==> src/rtl/fetch_queue.sv <==
// Instruction fetch front end: single-outstanding icache requests feeding a {pc, inst} FIFO to decode.
// Optional macro FETCH_QUEUE_BYPASS_EN forwards a response straight to decode when the queue is empty.
module fetch_queue #(
  parameter int unsigned DEPTH    = 8,
  parameter logic [31:0] RESET_PC = 32'h1eceb000
) (
  input  logic        clk,
  input  logic        rst,
  output logic [31:0] imem_addr,
  output logic [3:0]  imem_rmask,
  input  logic [31:0] imem_rdata,
  input  logic        imem_resp,
  output logic        deq_valid,
  input  logic        deq_ready,
  output logic [31:0] deq_inst,
  output logic [31:0] deq_pc,
  input  logic        redirect_valid,
  input  logic [31:0] redirect_pc
);
  localparam int unsigned PW = $clog2(DEPTH);

  typedef enum logic {IDLE, WAIT} state_t;

  state_t        state_reg, state_next;
  logic [31:0]   fetch_pc_reg, req_pc_reg, addr_reg;
  logic [3:0]    rmask_reg;
  logic          discard_reg, discard_next;
  logic [PW-1:0] head_reg, tail_reg;
  logic [PW:0]   count_reg, count_next, occupancy;
  logic [31:0]   pc_mem   [DEPTH];
  logic [31:0]   inst_mem [DEPTH];

  logic outstanding, outstanding_after_resp, accept, bypass_hit;
  logic wr_en, rd_en, issue;

  assign outstanding            = (state_reg == WAIT);
  assign outstanding_after_resp = outstanding && !imem_resp;
  assign accept                 = imem_resp && !discard_reg && !redirect_valid;

`ifdef FETCH_QUEUE_BYPASS_EN
  assign bypass_hit = accept && (count_reg == '0);
  assign deq_pc     = bypass_hit ? req_pc_reg : pc_mem[head_reg];
  assign deq_inst   = bypass_hit ? imem_rdata : inst_mem[head_reg];
`else
  assign bypass_hit = 1'b0;
  assign deq_pc     = pc_mem[head_reg];
  assign deq_inst   = inst_mem[head_reg];
`endif

  assign deq_valid = !redirect_valid && ((count_reg != '0) || bypass_hit);
  assign rd_en     = deq_valid && deq_ready && (count_reg != '0);
  assign wr_en     = accept && !(bypass_hit && deq_ready);

  // The retiring response already owns a slot, so throttle on queue plus incoming write.
  assign occupancy = count_reg + {{PW{1'b0}}, wr_en};
  assign issue     = !rst && !redirect_valid && !outstanding_after_resp &&
                     (occupancy < (PW+1)'(DEPTH));

  assign imem_addr  = addr_reg;
  assign imem_rmask = rmask_reg;

  always_comb begin
    state_next   = state_reg;
    discard_next = discard_reg;
    count_next   = count_reg;
    if (issue)
      state_next = WAIT;
    else if (imem_resp)
      state_next = IDLE;
    if (imem_resp)
      discard_next = 1'b0;
    if (redirect_valid) begin
      count_next = '0;
      if (outstanding_after_resp)
        discard_next = 1'b1;
    end else begin
      count_next = count_reg + {{PW{1'b0}}, wr_en} - {{PW{1'b0}}, rd_en};
    end
  end

  always_ff @(posedge clk) begin
    if (rst) begin
      state_reg    <= IDLE;
      discard_reg  <= 1'b0;
      fetch_pc_reg <= RESET_PC;
      req_pc_reg   <= RESET_PC;
      addr_reg     <= RESET_PC;
      rmask_reg    <= 4'h0;
      head_reg     <= '0;
      tail_reg     <= '0;
      count_reg    <= '0;
    end else begin
      state_reg   <= state_next;
      discard_reg <= discard_next;
      count_reg   <= count_next;
      rmask_reg   <= issue ? 4'hf : 4'h0;
      if (redirect_valid) begin
        fetch_pc_reg <= {redirect_pc[31:2], 2'b00};
        head_reg     <= '0;
        tail_reg     <= '0;
      end else begin
        if (issue) begin
          addr_reg     <= fetch_pc_reg;
          req_pc_reg   <= fetch_pc_reg;
          fetch_pc_reg <= fetch_pc_reg + 32'd4;
        end
        if (wr_en)
          tail_reg <= tail_reg + PW'(1);
        if (rd_en)
          head_reg <= head_reg + PW'(1);
      end
    end
  end

  always_ff @(posedge clk) begin
    if (wr_en) begin
      pc_mem[tail_reg]   <= req_pc_reg;
      inst_mem[tail_reg] <= imem_rdata;
    end
  end

endmodule

==> config.mk <==
export PLATFORM = sky130hd
export DESIGN_NAME = fetch_queue
export DESIGN_NICKNAME = d
export VERILOG_FILES = /design/src/rtl/fetch_queue.sv
export SDC_FILE = /design/constraint.sdc
export NUM_CORES = 1
export LEC_CHECK = 0
export BUFFER_PORTS_ARGS = -buffer_cell sky130_fd_sc_hd__buf_2
export CAP_MARGIN = 10
export CORE_MARGIN = 10
export CORE_UTILIZATION = 30
export DETAILED_ROUTE_END_ITERATION = 8
export GPL_ROUTABILITY_DRIVEN = 0
export GPL_TIMING_DRIVEN = 1
export PLACE_DENSITY = 0.46
export SYNTH_ARGS = -nofsm -noshare
export SYNTH_HDL_FRONTEND = slang
export SYNTH_SLANG_ARGS = --single-unit
==> constraint.sdc <==
create_clock -name clk -period 6.9 [get_ports clk]
set_input_delay 0.69 -clock clk [delete_from_list [all_inputs] [get_ports clk]]
set_output_delay 0.69 -clock clk [all_outputs]
set_load 0.005 [all_outputs]
==> results of run 1 <==
-- final cells by class --
type,instances,area (µm²)
Clock buffer,89,1840
Sequential cell,572,16400
Fill cell,6846,46800
Multi-Input combinational cell,513,5530
Timing Repair Buffer,181,1030
Tap cell,959,1200
Inverter,5,18.8
Clock inverter,31,329
-- power breakdown --
group / internal [mW] / switching [mW] / total (mW)
combinational: 0.0937 / 0.132 / 0.226
sequential: 3.80 / 0.0515 / 3.85
clock: 2.14 / 1.35 / 3.49
total: 6.03 / 1.53 / 7.56
-- cell families after synthesis --
logic type	Yosys count	share of synthesized area
buf+inv	73	0.0149
other cells	1	0.000169
xor+xnor	23	0.00991
simple gates	211	0.0496
flops	572	0.739
fa+ha+maj	7	0.00394
mux	189	0.159
compound gates	79	0.0239
-- through the flow --
stage,instances,hold slack [ns],setup slack (ns),cell area [µm²],utilization
final,2350,0.313,2.86,26400,0.360
after global placement,2230,0.490,3.18,24200,0.331
after global routing,2350,0.296,2.56,26400,0.360
after floorplan,1158,0.457,0.883,22200,-
after CTS,2350,0.269,2.70,26400,0.360
after detailed placement,2230,0.501,3.16,24200,0.331
-- final timing paths --
| kind | to | slack (ns) | depth (start not counted) |
|---|---|---|---|
| max | deq_pc[10] | 2.86 | 4 |
| min | discard_reg$_SDFF_PP0_ | 0.31 | 2 |
| min reg2reg | imem_addr[16]$_SDFFE_PP0P_ | 0.51 | 2 |
| max reg2reg | inst_mem[0][11]$_DFFE_PP_ | 3.73 | 6 |
-- cell usage in the layout (no fill, tap or decap), drive strengths merged, types with 7 or more instances in the layout --
master,n
and2,8
nor2,40
nand3b,13
dfxtp,76
o311ai,13
nor3,9
nand3,12
bufinv,7
a211oi,8
xor2,11
clkinv,21
ha,7
a21oi,31
clkbuf,89
a31oi,7
edfxtp,496
nand2,78
buf,181
mux4,124
nand4,15
mux2,63
xnor2,12
nor4,8
-- layer usage --
layer	wire, µm	GRT usage
met4	933	0.0324
met3	2430	0.0283
met5	0	0
met1	25100	0.171
met2	26500	0.208
==> flow_summary.ini, run 1 <==
[placement]
dp_hpwl_mm = 30.3
io_buffers = 163

[setup_path]
path_buf_inv = 2
crit_chain = buf_12, mux4_2, mux2_2, buf_2
cpPeakStageDelay_ns = 0.87
critPathKind = register to output port
cp-end-kind = output port
crit_required_ns = 6.21
startpoint_type = register
r2r_start = discard_reg$_SDFF_PP0_
critPathMaxFanout = 88
cp.arrival_ns = 3.35
slowest_stage = dfxtp_4
cp_top_family = multiplexers

[worst_hold_path]
min_path_type = input pin to register
holdCritStartpoint = imem_resp

[logic_synthesis]
syn-cell-area_mm2 = 0.0222
synth-seq-cells = 572
ys.flop_type = edfxtp_1
syn_avg_cell_area_um2 = 19.2
synth_cell_types = 55
synth-async-reset-ratio = 0
yosys-top-cells-area = edfxtp_1, mux4_2, dfxtp_1
synth_top_cell_area_share = 0.671
yosysSeqAreaShare = 0.739
synth_edf_count = 496
ys.warnings.count = 0
synthTopCellsByCount = edfxtp_1, mux4_2, nand2_1
synth_area_leader_cell = edfxtp_1
synth.most_common_cell = edfxtp_1
netlist_instances = 1155

[timing]
setup-tns-final_ns = 0
fmax_mhz = 247
slew_violations = 0
relSlewSlack = 0.373
fin_skew_ns = 0.0133
period_minus_slack_ns = 4.04
hold_viol = 0
post-route-period-util = 0.586
worst_pin_slew_ns = 0.939
setup_viol_count_final = 0
rsz0062_at_grt = false

[clock_tree]
ctsHoldBuffers = 0
cts_tree = done
cts_setup_buffers = 0
cts.clk_slew.worst_paths_ns = 0.06
clockBufferDepth = 3
cts_root_buf = clkbuf_16
cts.repair.resized = 0
htree_num_levels = 3
clkSinkCount = 572
cts_made_buffers = 66
clk_latency_ns = 0.59

[floorplanning]
fp-row-count = 99
start_util = 0.303
die_h_um = 292
die_x_um = 292
die_area_mm2 = 0.0853
core_mm2 = 0.0732
io_pins = 170

[run_status]
status = complete, no violations

[routing]
drtIter0Drc = 705
firstDrtPassIters = 5
wl_mm = 55.0
vias_per_cell = 4.82
drc_errors = 0
drt.antenna.violating_nets = 0
avgRoutedWirePerCell_um = 23.4
vias = 11300

[cells_and_area]
insertedDiodeCount = 0
nets = 1415
largest_reg_flops = 256
area_growth_pct = 18.8
reg_top3 = inst_mem x256, pc_mem x240
drive_gt1_frac = 0.348
regMostFlops = inst_mem

[grt]
grt.total_usage = 0.128
grt_pass1_wl_mm = 81.6
grt_max_degree = 89
grt_antenna_before_repair = 2
grt_pass1_vias = 12000
grt-ovfl-total = 0

[run]
cap_violations = 0

[power_and_ir_drop]
total_power_mw = 7.56
leakagePower_nw = 8.54
power_density_mw_per_mm2 = 287
peakVddDrop_v = 0.000146
Note: power is estimated with default switching activity, not from simulation.
==> run 2: changes to the inputs <==
- ABC_AREA: default -> 1
- PLACE_DENSITY: 0.46 -> 0.47
- clock period: 6.9 -> 3.7 ns (I/O delays scaled with it)
==> run 2 against run 1 <==
  * Die area is 4.0% higher
  * Via count increased by 37%
  * Worst setup slack worse by 2.4 ns
  * Critical endpoint is now deq_pc[16]
  * Cell count increased by 37%
==> flow_summary.ini, run 2 <==
[placement]
dp_hpwl_mm = 35.4
dp_cells = 3092
pre_cts_ws_ns = 0.847
io_buffers = 163
postPlaceCellArea_mm2 = 0.0251

[routing]
vias_per_cell = 4.82
drt.antenna.violating_nets = 0
firstDrtPassIters = 5
avgRoutedWirePerCell_um = 19.5
drc_errors = 0
wl_mm = 63.0
drtIter0Drc = 1155
vias = 15500

[power_and_ir_drop]
leakagePower_nw = 9.79
clkPwrFrac = 0.455
power.net_switching_mw = 3.03
power_frac_comb = 0.035
total_power_mw = 14.2
power_frac_seq = 0.510
p_sw_frac = 0.214
peakVddDrop_v = 0.000312
power_density_mw_per_mm2 = 519
intPower_mw = 11.2

[clock_tree]
clk_latency_ns = 0.60
cts_setup_buffers = 0
cts_made_buffers = 67
cts_root_buf = clkbuf_16
clkSinkCount = 572
clockBufferDepth = 3
htree_num_levels = 3
cts_tree = done
cts.clk_slew.worst_paths_ns = 0.06

[logic_synthesis]
synth_top_cell_area_share = 0.643
yosys.area_share.simple = 0.144
synth_top_family_by_area = simple AND/OR/NAND/NOR gates
yosys-top-cells-area = edfxtp_1, nor2_1, dfxtp_1
synth-seq-cells = 572
yosysSeqAreaShare = 0.708
synth-compound-area-share = 0.0980
synth_cell_types = 38
synth_edf_count = 496
synth_area_leader_cell = edfxtp_1
syn_avg_cell_area_um2 = 11.7
synth_xor_area_frac = 0.00454
synthTopCellsByCount = edfxtp_1, nor2_1, nand2_1
synth.most_common_cell = edfxtp_1
ys.flop_type = edfxtp_1
syn-cell-area_mm2 = 0.0232
muxShareOfSynthArea = 0
synth-async-reset-ratio = 0
netlist_instances = 1987
synthAdderAreaFrac = 0.00378
ys.warnings.count = 0

[grt]
grt-ovfl-total = 0
grt_antenna_before_repair = 5
grt_pass1_vias = 15700
grt_pass1_wl_mm = 96.0
grt_max_degree = 145
grt.total_usage = 0.139

[cells_and_area]
drive_gt1_frac = 0.147
nets = 2214
fin_util = 0.359
area_growth_pct = 17.9
reg_top3 = inst_mem x256, pc_mem x240
regMostFlops = inst_mem
stdcell_area_mm2 = 0.0273
layout_common_cells = edfxtp_1, nor2_1, nand2_1, buf_2, o21ai_0
instances_no_fill = 3222
mostFrequentLayoutCell = edfxtp_1
largest_reg_flops = 256

[timing]
slew_violations = 0
hold_viol = 0
relSlewSlack = 0.251
setup-tns-final_ns = 0
fmax_mhz = 311
period_minus_slack_ns = 3.21
fin_skew_ns = 0.0214
rsz0062_at_grt = false
worst_pin_slew_ns = 1.12
setup_viol_count_final = 0
fin_ws_ns = 0.489
post-route-period-util = 0.868
whs_ns = 0.0393

[run_status]
status = complete, no violations

[setup_path]
startpoint_type = register
cp.arrival_ns = 2.84
cpPeakStageDelay_ns = 0.54
crit_required_ns = 3.33
critPathMaxFanout = 65
cp-end-kind = output port
slowest_stage = inv_6
crit_chain = inv_6, buf_4, nor2_1, o32ai_1, nand2_1, nand2_1, buf_2
critPathKind = register to output port
crit_top_cell = nand2_1

[run]
cap_violations = 0

[floorplanning]
die_x_um = 298
core_mm2 = 0.0762
io_pins = 170
start_util = 0.304
die_h_um = 298
fp-row-count = 101
die_area_mm2 = 0.0887

[worst_hold_path]
min_path_type = input pin to register
[run 2: worst max-delay path, delay by kind of cell (launching register included)]
family	cells	cell delay [ns]
and+or+nand+nor	3	0.28
AOI/OAI and AO/OA	1	0.26
DFF	1	0.51
buffers and inverters	3	1.13
[run 2: cell families after synthesis]
| family | Yosys count |
|---|---|
| buffers and inverters | 194 |
| AOI/OAI and AO/OA | 349 |
| DFF | 572 |
| other | 1 |
| xor gates and xnor gates | 12 |
| adders and majority gates | 7 |
| and+or+nand+nor | 852 |
[run 2: repair_timing]
action                    CTS  global route
hold endpoints to repair    7             0
gates resized for setup     0             0
hold buffers                7             0
[run 2: final cells by class]
type	instances	area [µm²]
antenna	2	5.00
fill	7457	48900
sequential	572	16400
timing repair buffer	202	1280
tap	1030	1290
inverter	71	277
clock buffer	86	1870
multi-input combinational	1224	5880
clock inverter	35	298
[run 2: final timing paths]
path	start	endpoint	slack (ns)	cells after the start
worst min register to register	head_reg[1]$_SDFFE_PP0N_	register	0.49	2
worst max-delay path	register	deq_pc[16]	0.49	7
worst min-delay path	imem_rdata[31]	inst_mem[2][31]$_DFFE_PP_	0.04	1
worst max register to register	discard_reg$_SDFF_PP0_	fetch_pc_reg[14]$_SDFFE_PP0P_	1.22	13
[run 2: metal layers]
layer / wire length (µm) / vias up / track usage
met3: 3220 / 91 / 0.0311
met5: 30 / - / 0
met1: 28700 / 7745 / 0.181
met4: 1390 / 4 / 0.0445
li1: - / 7335 / -
met2: 29600 / 358 / 0.226
[run 2: power groups by stage]
stage	registers [mW]	clock network, mW	logic (mW)
floorplan	7.32	0	0.274
finish	7.23	6.46	0.496
detailed placement	7.36	0	0.501
global placement	7.36	0	0.494
CTS	7.23	6.64	0.510
global route	7.24	6.91	0.566
==> run 3: changes to the inputs <==
- ABC_AREA: 1 -> default
- TNS_END_PERCENT: default -> 100
- clock period: 3.7 -> 2.9 ns (I/O delays scaled with it)
==> run 3 against run 2 <==
  * Critical path depth fell by 3
  * Non-clock buffer count up 58
  * Sequential power grew 27%
  * Worst hold slack better by 0.013 ns
  * Utilization rose by 1.2 points
  * Largest cell class unchanged
  * Highest routed layer is now met4
==> flow_summary.ini, run 3 (synthesis gave the netlist of run 1 again) <==
[setup_path]
crit_required_ns = 2.61
cp-end-kind = output port
critPathKind = register to output port
cpPeakStageDelay_ns = 0.56
cp_top_family = multiplexers
crit_cells = 4
cp.arrival_ns = 2.47
worst-r2r-cell-count = 9
critPathMaxFanout = 41
crit_chain = buf_16, mux4_2, mux2_2, buf_2
startpoint_type = register
slowest_stage = mux4_2
path_buf_inv = 2

[worst_hold_path]
min_path_cells = 3
min_path_type = input pin to register

[floorplanning]
fp-row-count = 99
io_pins = 170
die_x_um = 292
core_mm2 = 0.0732
die_h_um = 292
start_util = 0.303
die_area_mm2 = 0.0853

[run]
cap_violations = 0

[timing]
worst_pin_slew_ns = 0.523
relSlewSlack = 0.648
period_minus_slack_ns = 2.76
slew_violations = 0
fin_skew_ns = 0.0158
fmax_mhz = 363
setup_viol_count_final = 0
hold_viol = 0
post-route-period-util = 0.951
rsz0062_at_grt = false

[cells_and_area]
reg_top3 = inst_mem x256, pc_mem x240
instances_no_fill = 2424
fin_util = 0.371
layout_common_cells = edfxtp_1, buf_2, mux4_2, nand2_1, dfxtp_1
largest_reg_flops = 256
regMostFlops = inst_mem
area_growth_pct = 22.2
drive_gt1_frac = 0.343
nFillCells = 6772
nets = 1494
mostFrequentLayoutCell = edfxtp_1
insertedDiodeCount = 0

[power_and_ir_drop]
peakVddDrop_v = 0.000303
power_density_mw_per_mm2 = 648
leakagePower_nw = 8.84

[grt]
grt-ovfl-total = 0
grt.total_usage = 0.127
grt_pass1_wl_mm = 81.3
grt_max_degree = 51
grt_antenna_before_repair = 0
grt_pass1_vias = 12300

[placement]
dp_hpwl_mm = 31.4
io_buffers = 163
dp_cells = 2255

[clock_tree]
clockBufferDepth = 3
clkSinkCount = 572
clk_latency_ns = 0.60
htree_num_levels = 3
cts_made_buffers = 66
cts_setup_buffers = 0
cts.clk_slew.worst_paths_ns = 0.06
cts_root_buf = clkbuf_16
cts_tree = done

[routing]
drt.antenna.violating_nets = 0
vias = 11500
firstDrtPassIters = 6
avgRoutedWirePerCell_um = 22.3
wl_mm = 54.0
drc_errors = 0
vias_per_cell = 4.74
drtIter0Drc = 709

[run_status]
status = complete, no violations
[run 3: path summary, 6_finish.rpt]
check                                      from                            end  slack, ns
hold reg to reg   fetch_pc_reg[31]$_SDFFE_PP0P_     imem_addr[31]$_SDFFE_PP0P_       0.51
setup reg to reg         discard_reg$_SDFF_PP0_  fetch_pc_reg[22]$_SDFFE_PP1P_       0.47
hold / removal                              rst  fetch_pc_reg[18]$_SDFFE_PP1P_       0.05
setup / recovery                       register                   deq_inst[23]       0.14
[run 3: final cells by class]
cell class                      count  area, µm²  share of cell area
Sequential cell                   572      16400               0.605
Multi-Input combinational cell    513       5550               0.204
Inverter                            5       18.8            0.000692
Clock buffer                       85       1780              0.0654
Timing Repair Buffer              260       1900              0.0701
Tap cell                          959       1200              0.0442
Clock inverter                     30        264             0.00973
[run 3: layer usage]
layer	part of all wire	wire, µm	global-route usage
met1	0.45	24600	0.169
met2	0.49	26300	0.207
met3	0.042	2240	0.0236
met4	0.017	928	0.0370
met5	0	0	0
[run 3: worst register-to-register path, stage by stage, from the launching register on]
cell	delay [ns]
dfxtp_1	0.32
nor2b_1	0.06
and2_1	0.17
ha_1	0.20
and3_4	0.21
xnor2_4	0.24
nand3_2	0.33
inv_2	0.40
nor2_1	0.08
a221o_1	0.30
[run 3: timing repair]
action,CTS,global route
resized for setup,2,1
endpoints found under the hold margin,278,0
hold buffers,54,0
setup endpoints to repair,10,1
[run 3: report_power, final]
group | switching [mW] | internal [mW] | total (mW)
logic | 0.326 | 0.287 | 0.613
registers | 0.122 | 9.04 | 9.16
clock network | 3.21 | 4.60 | 7.81
total | 3.65 | 13.9 | 17.6
[run 3: through the flow]
stage	instance area, µm²	hold slack, ns	setup slack [ns]	setup TNS (ns)	total power, mW
floorplan	22300	0.369	-0.0779	-26.68	9.58
global placement	24500	0.501	0.290	0	9.89
detailed placement	24500	0.503	0.240	0	9.90
CTS	27100	0.00286	0.0178	0	17.9
global route	27100	0.0687	0.00950	0	18.3
finish	27100	0.0521	0.142	0	17.6
